File: src/rtl/reorder_buffer_wp2.sv
// Reorder buffer feeding a 2-write-port register file.
// Up to two allocations per cycle at the tail and out-of-order completion by tag.
// The two oldest completed entries retire per cycle, in program order.

// One buffer slot: valid/done flags plus the latched destination and result.
module reorder_buffer_wp2_entry #(
  parameter int SIZE = 32,
  parameter int REGW = 3
) (
  input  logic            clk,
  input  logic            rst_n,
  input  logic            flush,
  input  logic            alloc_en,
  input  logic [REGW-1:0] alloc_dest,
  input  logic            done_en,
  input  logic [SIZE-1:0] done_data,
  input  logic            clr,
  output logic            vld,
  output logic            dn,
  output logic [REGW-1:0] dest,
  output logic [SIZE-1:0] data
);
  // Alloc only hits free slots and clr only hits done slots, so the order below
  // matters only for flush.
  always_ff @(posedge clk or negedge rst_n) begin
    if (!rst_n) begin
      vld  <= 1'b0;
      dn   <= 1'b0;
      dest <= '0;
      data <= '0;
    end else if (flush || clr) begin
      vld <= 1'b0;
      dn  <= 1'b0;
    end else if (alloc_en) begin
      vld  <= 1'b1;
      dn   <= 1'b0;
      dest <= alloc_dest;
    end else if (done_en) begin
      dn   <= 1'b1;
      data <= done_data;
    end
  end
endmodule

module reorder_buffer_wp2 #(
  parameter  int SIZE    = 32,
  parameter  int REG_NUM = 8,
  parameter  int ENTRIES = 8,
  localparam int REGW    = $clog2(REG_NUM),
  localparam int TAGW    = $clog2(ENTRIES)
) (
  input  logic                      clk,
  input  logic                      rst_n,
  input  logic                      flush,
  input  logic [1:0]                alloc_valid,
  input  logic [1:0][REGW-1:0]      alloc_dest,
  output logic                      alloc_ready,
  output logic [1:0][TAGW-1:0]      alloc_tag,
  input  logic [1:0]                done_valid,
  input  logic [1:0][TAGW-1:0]      done_tag,
  input  logic [1:0][SIZE-1:0]      done_data,
  output logic [1:0]                RegWrite,
  output logic [1:0][REGW-1:0]      write_reg,
  output logic [1:0][SIZE-1:0]      write_data,
  output logic [TAGW:0]             count,
  output logic                      empty
);
  logic [ENTRIES-1:0]           vld, dn;
  logic [ENTRIES-1:0][REGW-1:0] dst;
  logic [ENTRIES-1:0][SIZE-1:0] dat;
  logic [TAGW-1:0]              head, tail, head1, tail1;
  logic [TAGW:0]                cnt, n_acc, n_cmt;
  logic [1:0]                   acc, dok;
  logic                         c0, c1;

  assign head1 = head + 1'b1;
  assign tail1 = tail + 1'b1;

  assign count = cnt;
  assign empty = (cnt == '0);

  // Two free slots required so a full pair can always be taken.
  assign alloc_ready = (cnt < (TAGW+1)'(ENTRIES-1));

  // Lanes are compacted: lane 1 only takes tail+1 when lane 0 is also allocating.
  assign alloc_tag[0] = tail;
  assign alloc_tag[1] = alloc_valid[0] ? tail1 : tail;

  assign acc   = alloc_ready ? alloc_valid : 2'b00;
  assign n_acc = (TAGW+1)'(acc[0]) + (TAGW+1)'(acc[1]);

  // Completion lands only on a live, not-yet-done slot; lane 0 wins a tag collision.
  assign dok[0] = done_valid[0] & vld[done_tag[0]] & ~dn[done_tag[0]];
  assign dok[1] = done_valid[1] & vld[done_tag[1]] & ~dn[done_tag[1]]
                & ~(done_valid[0] & (done_tag[0] == done_tag[1]));

  // Lane 1 retires only behind lane 0 to keep program order.
  assign c0    = vld[head] & dn[head];
  assign c1    = c0 & vld[head1] & dn[head1];
  assign n_cmt = (TAGW+1)'(c0) + (TAGW+1)'(c1);

  for (genvar e = 0; e < ENTRIES; e++) begin : g_ent
    localparam logic [TAGW-1:0] E = TAGW'(e);
    logic a0, a1, d0, d1, cl;
    assign a0 = acc[0] & (alloc_tag[0] == E);
    assign a1 = acc[1] & (alloc_tag[1] == E);
    assign d0 = dok[0] & (done_tag[0] == E);
    assign d1 = dok[1] & (done_tag[1] == E);
    assign cl = (c0 & (head == E)) | (c1 & (head1 == E));

    reorder_buffer_wp2_entry #(.SIZE(SIZE), .REGW(REGW)) u_ent (
      .clk       (clk),
      .rst_n     (rst_n),
      .flush     (flush),
      .alloc_en  (a0 | a1),
      .alloc_dest(a0 ? alloc_dest[0] : alloc_dest[1]),
      .done_en   (d0 | d1),
      .done_data (d0 ? done_data[0] : done_data[1]),
      .clr       (cl),
      .vld       (vld[e]),
      .dn        (dn[e]),
      .dest      (dst[e]),
      .data      (dat[e])
    );
  end

  // Pointer/occupancy bookkeeping and the registered register-file write ports.
  always_ff @(posedge clk or negedge rst_n) begin
    if (!rst_n) begin
      head       <= '0;
      tail       <= '0;
      cnt        <= '0;
      RegWrite   <= '0;
      write_reg  <= '0;
      write_data <= '0;
    end else if (flush) begin
      head       <= '0;
      tail       <= '0;
      cnt        <= '0;
      RegWrite   <= '0;
      write_reg  <= '0;
      write_data <= '0;
    end else begin
      head          <= head + n_cmt[TAGW-1:0];
      tail          <= tail + n_acc[TAGW-1:0];
      cnt           <= cnt + n_acc - n_cmt;
      RegWrite      <= {c1, c0};
      write_reg[0]  <= c0 ? dst[head]  : '0;
      write_reg[1]  <= c1 ? dst[head1] : '0;
      write_data[0] <= c0 ? dat[head]  : '0;
      write_data[1] <= c1 ? dat[head1] : '0;
    end
  end
endmodule

File: config.mk
export PLATFORM = sky130hd
export DESIGN_NAME = reorder_buffer_wp2
export DESIGN_NICKNAME = d
export VERILOG_FILES = /design/src/rtl/reorder_buffer_wp2.sv
export SDC_FILE = /design/constraint.sdc
export NUM_CORES = 1
export LEC_CHECK = 0
export BUFFER_PORTS_ARGS = -buffer_cell sky130_fd_sc_hd__buf_2
export CAP_MARGIN = 15
export CORE_MARGIN = 5
export CORE_UTILIZATION = 54
export DETAILED_ROUTE_END_ITERATION = 8
export GPL_TIMING_DRIVEN = 0
export HOLD_SLACK_MARGIN = 0.02
export PLACE_DENSITY = 0.73
export SKIP_CTS_REPAIR_TIMING = 1
export SYNTH_ARGS = -nofsm -noshare
export SYNTH_HDL_FRONTEND = slang
export SYNTH_SLANG_ARGS = --single-unit
File: constraint.sdc
create_clock -name clk -period 11.2 [get_ports clk]
set_clock_uncertainty 0.1 [all_clocks]
set_input_delay 1.12 -clock clk [delete_from_list [all_inputs] [get_ports clk]]
set_output_delay 1.12 -clock clk [all_outputs]
set_load 0.01 [all_outputs]
==> run_results.csv, run 1 <==
group,metric,value,unit
timing,fmax,176,MHz
synthesis,synthSimpleGateAreaFrac,11.3,%
critical_path,cp_common_cell,"clkbuf_1",
timing,relSlewSlack,17.3,%
die,start_util,54.8,%
place,place_congestion,0.941,
critical_path,r2r-start,"head[2]",
global_routing,grt.total_usage,31.5,%
synthesis,synth-compound-area-share,8.14,%
clock_tree,worstSkewPairLatency,0.58,ns
synthesis,synth-edff-count,0,
routing,vias_per_cell,6.47,
place,dp_hpwl,47400,um
critical_path,worstRegToRegCells,17,
routing,postRouteAntennaNets,0,
critical_path,critPathArrivalTime,6.03,ns
synthesis,muxShareOfSynthArea,31.1,%
synthesis,synth_fp_nets,2153,
power_and_ir_drop,p_leak,11.5,nW
power_and_ir_drop,total_power,4.31,mW
routing,post_drt_wl_per_cell,25.5,um
critical_path,rrSetupSlack,5.51,ns
min_path,hold_class,"input port to async pin",
timing,worstMarginPinSlew,1.23,ns
timing,final.setup.tns,0,ns
critical_path,critPathMaxStageDelay,0.72,ns
final_layout,drive_gt1_share,22.6,%
final_layout,regMostFlops,"g_ent.u_ent.data",
die,die_area,44500,um2
routing,drt_iter0_markers,2101,
power_and_ir_drop,p_per_area,175,nW/um2
timing,min_period,5.69,ns
critical_path,end_kind,"register",
synthesis,ys_seq_area_share,43.4,%
timing,maxSlewViolCount,0,
synthesis,post-synth-top-area-fraction,43.4,%
die,core-area,39800,um2
die,die_x,211,um
power_and_ir_drop,switching_share,30.0,%
synthesis,synth_cell_types,52,
global_routing,grt_pass1_wl,108000,um
global_routing,grt_pass1_vias,18300,
synthesis,synth_adder_area_share,1.69,%
critical_path,timing_worst_setup_path_type,"register to register",
critical_path,startpoint,"head[2]",
synthesis,avgSynthCellArea,10.7,um2
synthesis,synth_flop_cell,"dfrtp_1",
final_layout,layout_commonest_cell,"nand2_1",
critical_path,critPathTopFamily,"buffers and inverters",
die,ios,167,
timing,fin_crit_sh,50.8,%
final_layout,most-common-layout-cells,"nand2_1, dfrtp_1, mux2i_1",
routing,via_count,17900,
outcome,status,"complete, no violations",
timing,hold_viol,0,
clock_tree,cts.sinks,378,
timing,rsz0062_at_grt,"no",
synthesis,synth_top_family_by_area,"multiplexers",
final_layout,reg.largest.list,"g_ent.u_ent.data: 256 flops, write_data: 64 flops, g_ent.u_ent.dest: 24 flops",
global_routing,grt_overflow,0,
critical_path,rr_endpoint,"count[3]",
die,rows,73,
power_and_ir_drop,power_switching,1.30,mW
synthesis,ys_async_sr_fraction,100,%
critical_path,crit_slowest_cell,"clkbuf_1",
power_and_ir_drop,internal-power,3.02,mW
timing,setup_viol,0,
critical_path,startpoint_type,"register",
clock_tree,clockBufferDepth,3,
final_layout,largest_register_ffs,256,
synthesis,yosys.area.top_type,"dfrtp_1",
global_routing,antenna_found_initial,4,
place,place_area,23100,um2
clock_tree,cts_root_buf,"clkbuf_16",
power_and_ir_drop,clkPwrFrac,34.9,%
final_layout,nNetsFinal,2308,
critical_path,cp.required,11.54,ns
clock_tree,h-tree-depth,2,
routing,drc,0,
run,cap_violations,0,
synthesis,synth_area,21800,um2
routing,drtPass1Iterations,6,
critical_path,path_buf_inv,6,
clock_tree,clkSlewWorstSetupHoldPaths,0.06,ns
power_and_ir_drop,vdd_drop_max,139,uV
power_and_ir_drop,comb_power_share,21.1,%
place,io_buffers,101,
clock_tree,cts_tree,"yes",
die,die_h,211,um
routing,wl,70400,um
synthesis,netlist_instances,2043,
synthesis,synth_area_leaders,"dfrtp_1, mux4_2, mux2i_1",
clock_tree,cts_buffers,43,
final_layout,syn_to_final_growth,13.0,%
critical_path,crit_chain,"clkbuf_1 -> inv_1 -> clkbuf_1 -> clkbuf_1 -> ha_1 -> clkbuf_1 -> mux4_2 -> a21oi_1 -> nor2b_1 -> ha_1 -> fa_1 -> inv_1 -> ha_1 -> a21o_1 -> a21oi_1 -> xnor2_1 -> nor2_1",
power_and_ir_drop,seqPwrFrac,43.9,%
final_layout,fin_area,24700,um2
critical_path,cp_max_fo,10,
global_routing,grt_max_degree,119,
synthesis,ys_warn_count,0,
synthesis,yosys_register_bits,378,
synthesis,synth_xor_area_share,0.321,%
[synth_stat cells, types with 5 or more instances]
library cell	count
inv_1	25
ha_1	23
mux2_2	130
nand3_1	11
nor2b_1	16
a31oi_1	21
buf_2	30
and3_1	6
mux2_1	22
and2_1	10
o21a_1	7
dfrtp_1	378
clkbuf_1	122
o21ai_1	5
mux4_2	147
nand2_1	447
o21ai_0	105
nand4_1	7
nand2b_1	8
buf_1	51
mux2i_1	174
xnor2_1	6
a21oi_1	152
nor2_1	86
[power by group through the flow]
stage	sequential [mW]	clock, mW	combinational [mW]
floorplan	1.82	0	0.684
global placement	1.87	0	0.858
detailed placement	1.90	0	0.898
CTS	1.88	1.52	0.906
global route	1.92	1.57	1.01
finish	1.90	1.51	0.912
[metal layers]
| layer | vias up | wire length [um] | global-route usage (%) | part of all wire (%) |
|---|---|---|---|---|
| li1 | 7521 | - | - | - |
| met1 | 8961 | 26600 | 41.4 | 38 |
| met2 | 1131 | 32900 | 49.1 | 47 |
| met3 | 235 | 7340 | 8.17 | 10 |
| met4 | 2 | 3440 | 15.4 | 4.9 |
| met5 | - | 13 | 0 | 0.018 |
[worst max path at each step]
stage / end / slack [ns] / cells after the start
4_1_cts: count[3] / 5.66 / 17
5_1_grt: count[3] / 5.36 / 17
6_report: count[3] / 5.51 / 17
2_1_floorplan: count[3] / 7.14 / 17
3_5_place_dp: count[3] / 5.67 / 17
3_3_place_gp: write_data[47] / 1.36 / 1
[stage by stage]
step / setup slack, ns / hold WS [ns] / std cells / util, %
3_5_place_dp: 5.67 / 0.387 / 2673 / 58.0
2_1_floorplan: 7.14 / 0.362 / 2043 / -
4_1_cts: 5.66 / 0.395 / 2751 / 61.7
6_report: 5.51 / 0.379 / 2759 / 61.9
3_3_place_gp: 1.36 / 0.374 / 2669 / 57.7
5_1_grt: 5.36 / 0.423 / 2757 / 61.9
[area by class of cell]
type                            count  area, um2
Antenna cell                        3       7.51
Sequential cell                   378       9460
Tap cell                          525        657
Buffer                            203        800
Inverter                           29        109
Multi-Input combinational cell   1433      11400
Fill cell                        3265      15200
Clock buffer                       56       1240
Clock inverter                     22        268
Timing Repair Buffer              110        677
[kinds of logic after synthesis]
family	Yosys count
fa+ha+maj	27
compound gates	318
mux	474
buf+inv	232
xor+xnor	8
simple gates	606
flops	378
Power figures use the tool's default switching activity.
==> inputs of run 2 (changes only) <==
PLACE_DENSITY = 0.76   (was 0.73)
clock period = 4.8 ns   (was 11.2 ns; I/O delays follow)
==> run_results.csv, run 2 (synthesized netlist as in run 1, its figures left out) <==
group,metric,value,unit
place,io_buffers,101,
routing,via_count,17900,
final_layout,utilization,61.8,%
die,start_util,54.8,%
critical_path,cp_max_fo,11,
global_routing,grt_pass1_wl,108000,um
die,die_x,211,um
die,rows,73,
power_and_ir_drop,vdd_drop_max,236,uV
critical_path,r2r-start,"head[2]",
critical_path,rrSetupSlack,0.18,ns
routing,drtPass1Iterations,6,
place,preCtsSetupSlack,-0.800,ns
global_routing,grt_overflow,0,
power_and_ir_drop,total_power,9.97,mW
die,core-area,39800,um2
final_layout,drive_gt1_share,22.5,%
final_layout,most-common-layout-cells,"nand2_1, dfrtp_1, mux2i_1",
timing,worst_slack,0.179,ns
routing,wl,70600,um
critical_path,end_kind,"register",
global_routing,grt_max_degree,111,
routing,drt_iter0_markers,2038,
clock_tree,clockBufferDepth,3,
clock_tree,h-tree-depth,2,
final_layout,fin_cells,2757,
critical_path,timing_worst_setup_path_type,"register to register",
place,place_congestion,0.927,
clock_tree,cts_root_buf,"clkbuf_16",
global_routing,grt_pass1_vias,18700,
clock_tree,cts_tree,"yes",
final_layout,syn_to_final_growth,12.8,%
min_path,min_to,"g_ent[5].u_ent.dn",
timing,setup_viol,0,
timing,min_period,4.62,ns
final_layout,reg.largest.list,"g_ent.u_ent.data: 256 flops, write_data: 64 flops, g_ent.u_ent.dest: 24 flops",
clock_tree,cts_buffers,42,
routing,post_drt_wl_per_cell,25.6,um
min_path,hold-path-cell-count,4,
run,cap_violations,0,
timing,maxSlewViolCount,0,
die,die_h,211,um
final_layout,layout_commonest_cell,"nand2_1",
critical_path,worstRegToRegCells,15,
power_and_ir_drop,p_leak,11.5,nW
global_routing,antenna_found_initial,6,
routing,drc,0,
critical_path,cp.required,5.14,ns
timing,fin_crit_sh,96.3,%
routing,postRouteAntennaNets,0,
final_layout,fillCellCount,3204,
power_and_ir_drop,p_per_area,405,nW/um2
timing,rsz0062_at_grt,"no",
routing,vias_per_cell,6.50,
outcome,status,"complete, no violations",
place,dp_cells,2674,
timing,fmax,216,MHz
clock_tree,clkSlewWorstSetupHoldPaths,0.06,ns
critical_path,startpoint_type,"register",
final_layout,nNetsFinal,2308,
final_layout,regMostFlops,"g_ent.u_ent.data",
global_routing,grt.total_usage,31.5,%
timing,relSlewSlack,15.2,%
min_path,hold_start,"flush",
clock_tree,worstSkewPairLatency,0.59,ns
critical_path,critPathArrivalTime,4.96,ns
die,die_area,44500,um2
critical_path,rr_endpoint,"count[3]",
min_path,hold_class,"input port to register",
die,ios,167,
place,dp_hpwl,47700,um
final_layout,largest_register_ffs,256,
timing,hold_viol,0,
clock_tree,cts.sinks,378,
timing,worstMarginPinSlew,1.27,ns
-- run 2: cell count changes in the layout (fill, tap and decap cells not counted), sizes merged --
cell         delta
diode           -2
bufinv          -1
dlygate4sd3     +1
clkinvlp        -2
buf             +2
inv             -3
clkbuf          +3
-- run 2: how the worst max path moves through the flow --
stage | endpoint | depth (start not counted) | startpoint
detailed placement | count[3] | 17 | head[2]
CTS | count[3] | 17 | head[2]
finish | count[3] | 15 | head[2]
global route | g_ent[2].u_ent.data[31] | 9 | head[0]
global placement | write_data[49] | 1 | rst_n
floorplan | count[3] | 17 | head[2]
-- run 2: cell type report --
class / count / area (um2) / share of cell area (%)
flip-flops and latches: 378 / 9460 / 38.4
clock buffers: 61 / 1240 / 5.05
clock inverters: 16 / 205 / 0.834
multi-input cells: 1433 / 11400 / 46.5
repair buffers: 113 / 694 / 2.82
inverters: 29 / 113 / 0.457
plain buffers: 201 / 793 / 3.22
diodes: 1 / 2.50 / 0.0102
well taps: 525 / 657 / 2.67
-- run 2: routing by layer --
metal | up-vias | share of wire (%) | GRT usage [%]
met5 | - | 0.092 | 0
met4 | 8 | 5.5 | 16.7
met3 | 296 | 11 | 10.3
met2 | 1188 | 46 | 48.9
met1 | 8903 | 37 | 39.8
li1 | 7516 | - | -
-- run 2: critical path, cell delays in order, from the launching register on --
cell,delay (ns)
dfrtp_2,0.49
clkinvlp_4,0.25
clkbuf_1,0.38
ha_1,0.52
clkbuf_2,0.35
mux4_2,0.37
a21oi_1,0.30
nor2b_1,0.12
ha_1,0.25
fa_1,0.49
inv_1,0.06
ha_1,0.29
a21o_1,0.16
a21oi_1,0.18
xnor2_1,0.13
nor2_1,0.05
-- run 2: power breakdown --
part	internal [mW]	switching (mW)	leakage, nW
registers	3.86	0.566	5.15
clock network	2.02	1.39	0.717
logic	1.10	1.05	5.61
total	6.97	3.00	11.5
-- run 2: stage by stage --
step | instance area, um2 | hold slack (ns) | TNS [ns]
global placement | 23000 | 0.374 | -1625.57
floorplan | 21800 | 0.0844 | 0
detailed placement | 23100 | 0.394 | -8.00
CTS | 24500 | -0.145 | -9.11
finish | 24600 | 0.220 | 0
global route | 24600 | 0.236 | 0
==> inputs of run 3 (changes only) <==
PLACE_DENSITY = 0.73   (was 0.76)
clock period = 5.8 ns   (was 4.8 ns; I/O delays follow)
==> run_results.csv, run 3 (synthesized netlist as in run 1, its figures left out) <==
group,metric,value,unit
run,cap_violations,0,
routing,postRouteAntennaNets,0,
critical_path,end_kind,"register",
routing,wl,70300,um
final_layout,regMostFlops,"g_ent.u_ent.data",
critical_path,rrSetupSlack,0.39,ns
final_layout,drive_gt1_share,22.6,%
timing,maxSlewViolCount,0,
final_layout,utilization,61.9,%
clock_tree,cts.sinks,378,
power_and_ir_drop,total_power,8.33,mW
power_and_ir_drop,vdd_drop_max,269,uV
critical_path,cp.required,6.14,ns
clock_tree,cts_tree,"yes",
routing,vias_per_cell,6.46,
final_layout,most-common-layout-cells,"nand2_1, dfrtp_1, mux2i_1",
routing,post_drt_wl_per_cell,25.5,um
die,die_area,44500,um2
routing,top_layer_used,"met5",
die,ios,167,
final_layout,largest_register_ffs,256,
die,die_x,211,um
timing,rsz0062_at_grt,"no",
place,place_area,23100,um2
routing,wl_met2,32600,um
place,dp_cells,2673,
clock_tree,clkSlewWorstSetupHoldPaths,0.06,ns
global_routing,grt.total_usage,31.5,%
clock_tree,cts_buffers,43,
die,core-area,39800,um2
die,die_h,211,um
place,dp_hpwl,47400,um
min_path,hold_start,"flush",
critical_path,crit_chain,"clkbuf_1 -> inv_1 -> clkbuf_1 -> ha_1 -> clkbuf_1 -> mux4_2 -> a21oi_1 -> nor2b_1 -> ha_1 -> fa_1 -> inv_1 -> ha_1 -> a21o_1 -> a21oi_1 -> xnor2_1 -> nor2_1",
global_routing,antenna_found_initial,4,
global_routing,grt_max_degree,119,
global_routing,grt_pass1_vias,18300,
critical_path,crit_slowest_cell,"inv_1",
die,start_util,54.8,%
final_layout,reg.largest.list,"g_ent.u_ent.data: 256 flops, write_data: 64 flops, g_ent.u_ent.dest: 24 flops",
die,rows,73,
global_routing,grt_overflow,0,
timing,setup_viol,0,
routing,wl_met3,7250,um
routing,wl_met1,26700,um
timing,min_period,5.41,ns
outcome,status,"complete, no violations",
clock_tree,h-tree-depth,2,
timing,final.setup.tns,0,ns
final_layout,syn_to_final_growth,13.1,%
routing,drc,0,
timing,fmax,185,MHz
final_layout,fin_cells,2758,
clock_tree,worstSkewPairLatency,0.58,ns
global_routing,grt_pass1_wl,108000,um
critical_path,startpoint,"head[2]",
power_and_ir_drop,p_leak,11.5,nW
critical_path,timing_worst_setup_path_type,"register to register",
timing,worstMarginPinSlew,1.26,ns
routing,drtPass1Iterations,6,
critical_path,critPathTopFamily,"buffers and inverters",
timing,hold_viol,0,
power_and_ir_drop,p_per_area,338,nW/um2
timing,fin_crit_sh,93.2,%
final_layout,layout_commonest_cell,"nand2_1",
final_layout,nNetsFinal,2308,
critical_path,critPathArrivalTime,5.75,ns
place,place_congestion,0.941,
place,io_buffers,101,
critical_path,critPathMaxStageDelay,0.65,ns
timing,relSlewSlack,15.9,%
critical_path,r2r-start,"head[2]",
clock_tree,clockBufferDepth,3,
routing,via_count,17800,
critical_path,startpoint_type,"register",
critical_path,path_buf_inv,5,
final_layout,fin_area,24700,um2
routing,drt_iter0_markers,2146,
critical_path,cp_max_fo,14,
clock_tree,cts_root_buf,"clkbuf_16",
min_path,hold_class,"input port to register",
-- run 3: metrics by stage --
stage | hold WS, ns | setup WS (ns)
2_1_floorplan | 0.184 | 1.74
3_3_place_gp | 0.374 | -3.50
3_5_place_dp | 0.387 | 0.270
4_1_cts | -0.145 | 0.260
5_1_grt | 0.350 | 0.245
6_report | 0.326 | 0.394
-- run 3: worst min-delay path: stages --
cell,delay [ns]
buf_2,0.12
a31oi_1,0.09
nand2_1,0.12
a21oi_1,0.05
-- run 3: worst paths after layout --
| path | end | depth (start not counted) |
|---|---|---|
| hold / removal | g_ent[5].u_ent.vld | 4 |
| max in group asynchronous | g_ent[7].u_ent.data[6] | 3 |
| setup / recovery | count[3] | 16 |
| setup reg to reg | count[3] | 16 |
| hold reg to reg | g_ent[5].u_ent.data[30] | 2 |
| min in group asynchronous | count[3] | 2 |
-- run 3: power breakdown --
part           total [mW]  switching (mW)  internal [mW]
registers            3.66           0.467           3.19
logic                1.76           0.855          0.906
clock network        2.91            1.18           1.73
total                8.33            2.50           5.83
-- run 3: layout make-up --
class,instances,area (um2)
fill,3265,15200
multi-input combinational,1433,11400
sequential,378,9460
clock buffer,56,1240
buffer,202,796
timing repair buffer,111,687
tap,525,657
clock inverter,22,268
inverter,29,109
antenna,2,5.00
-- run 3: metal layers --
metal	up-vias	global-route usage [%]
met4	4	15.4
met3	248	8.17
met1	8920	41.4
li1	7514	-
met5	-	0
met2	1135	49.1
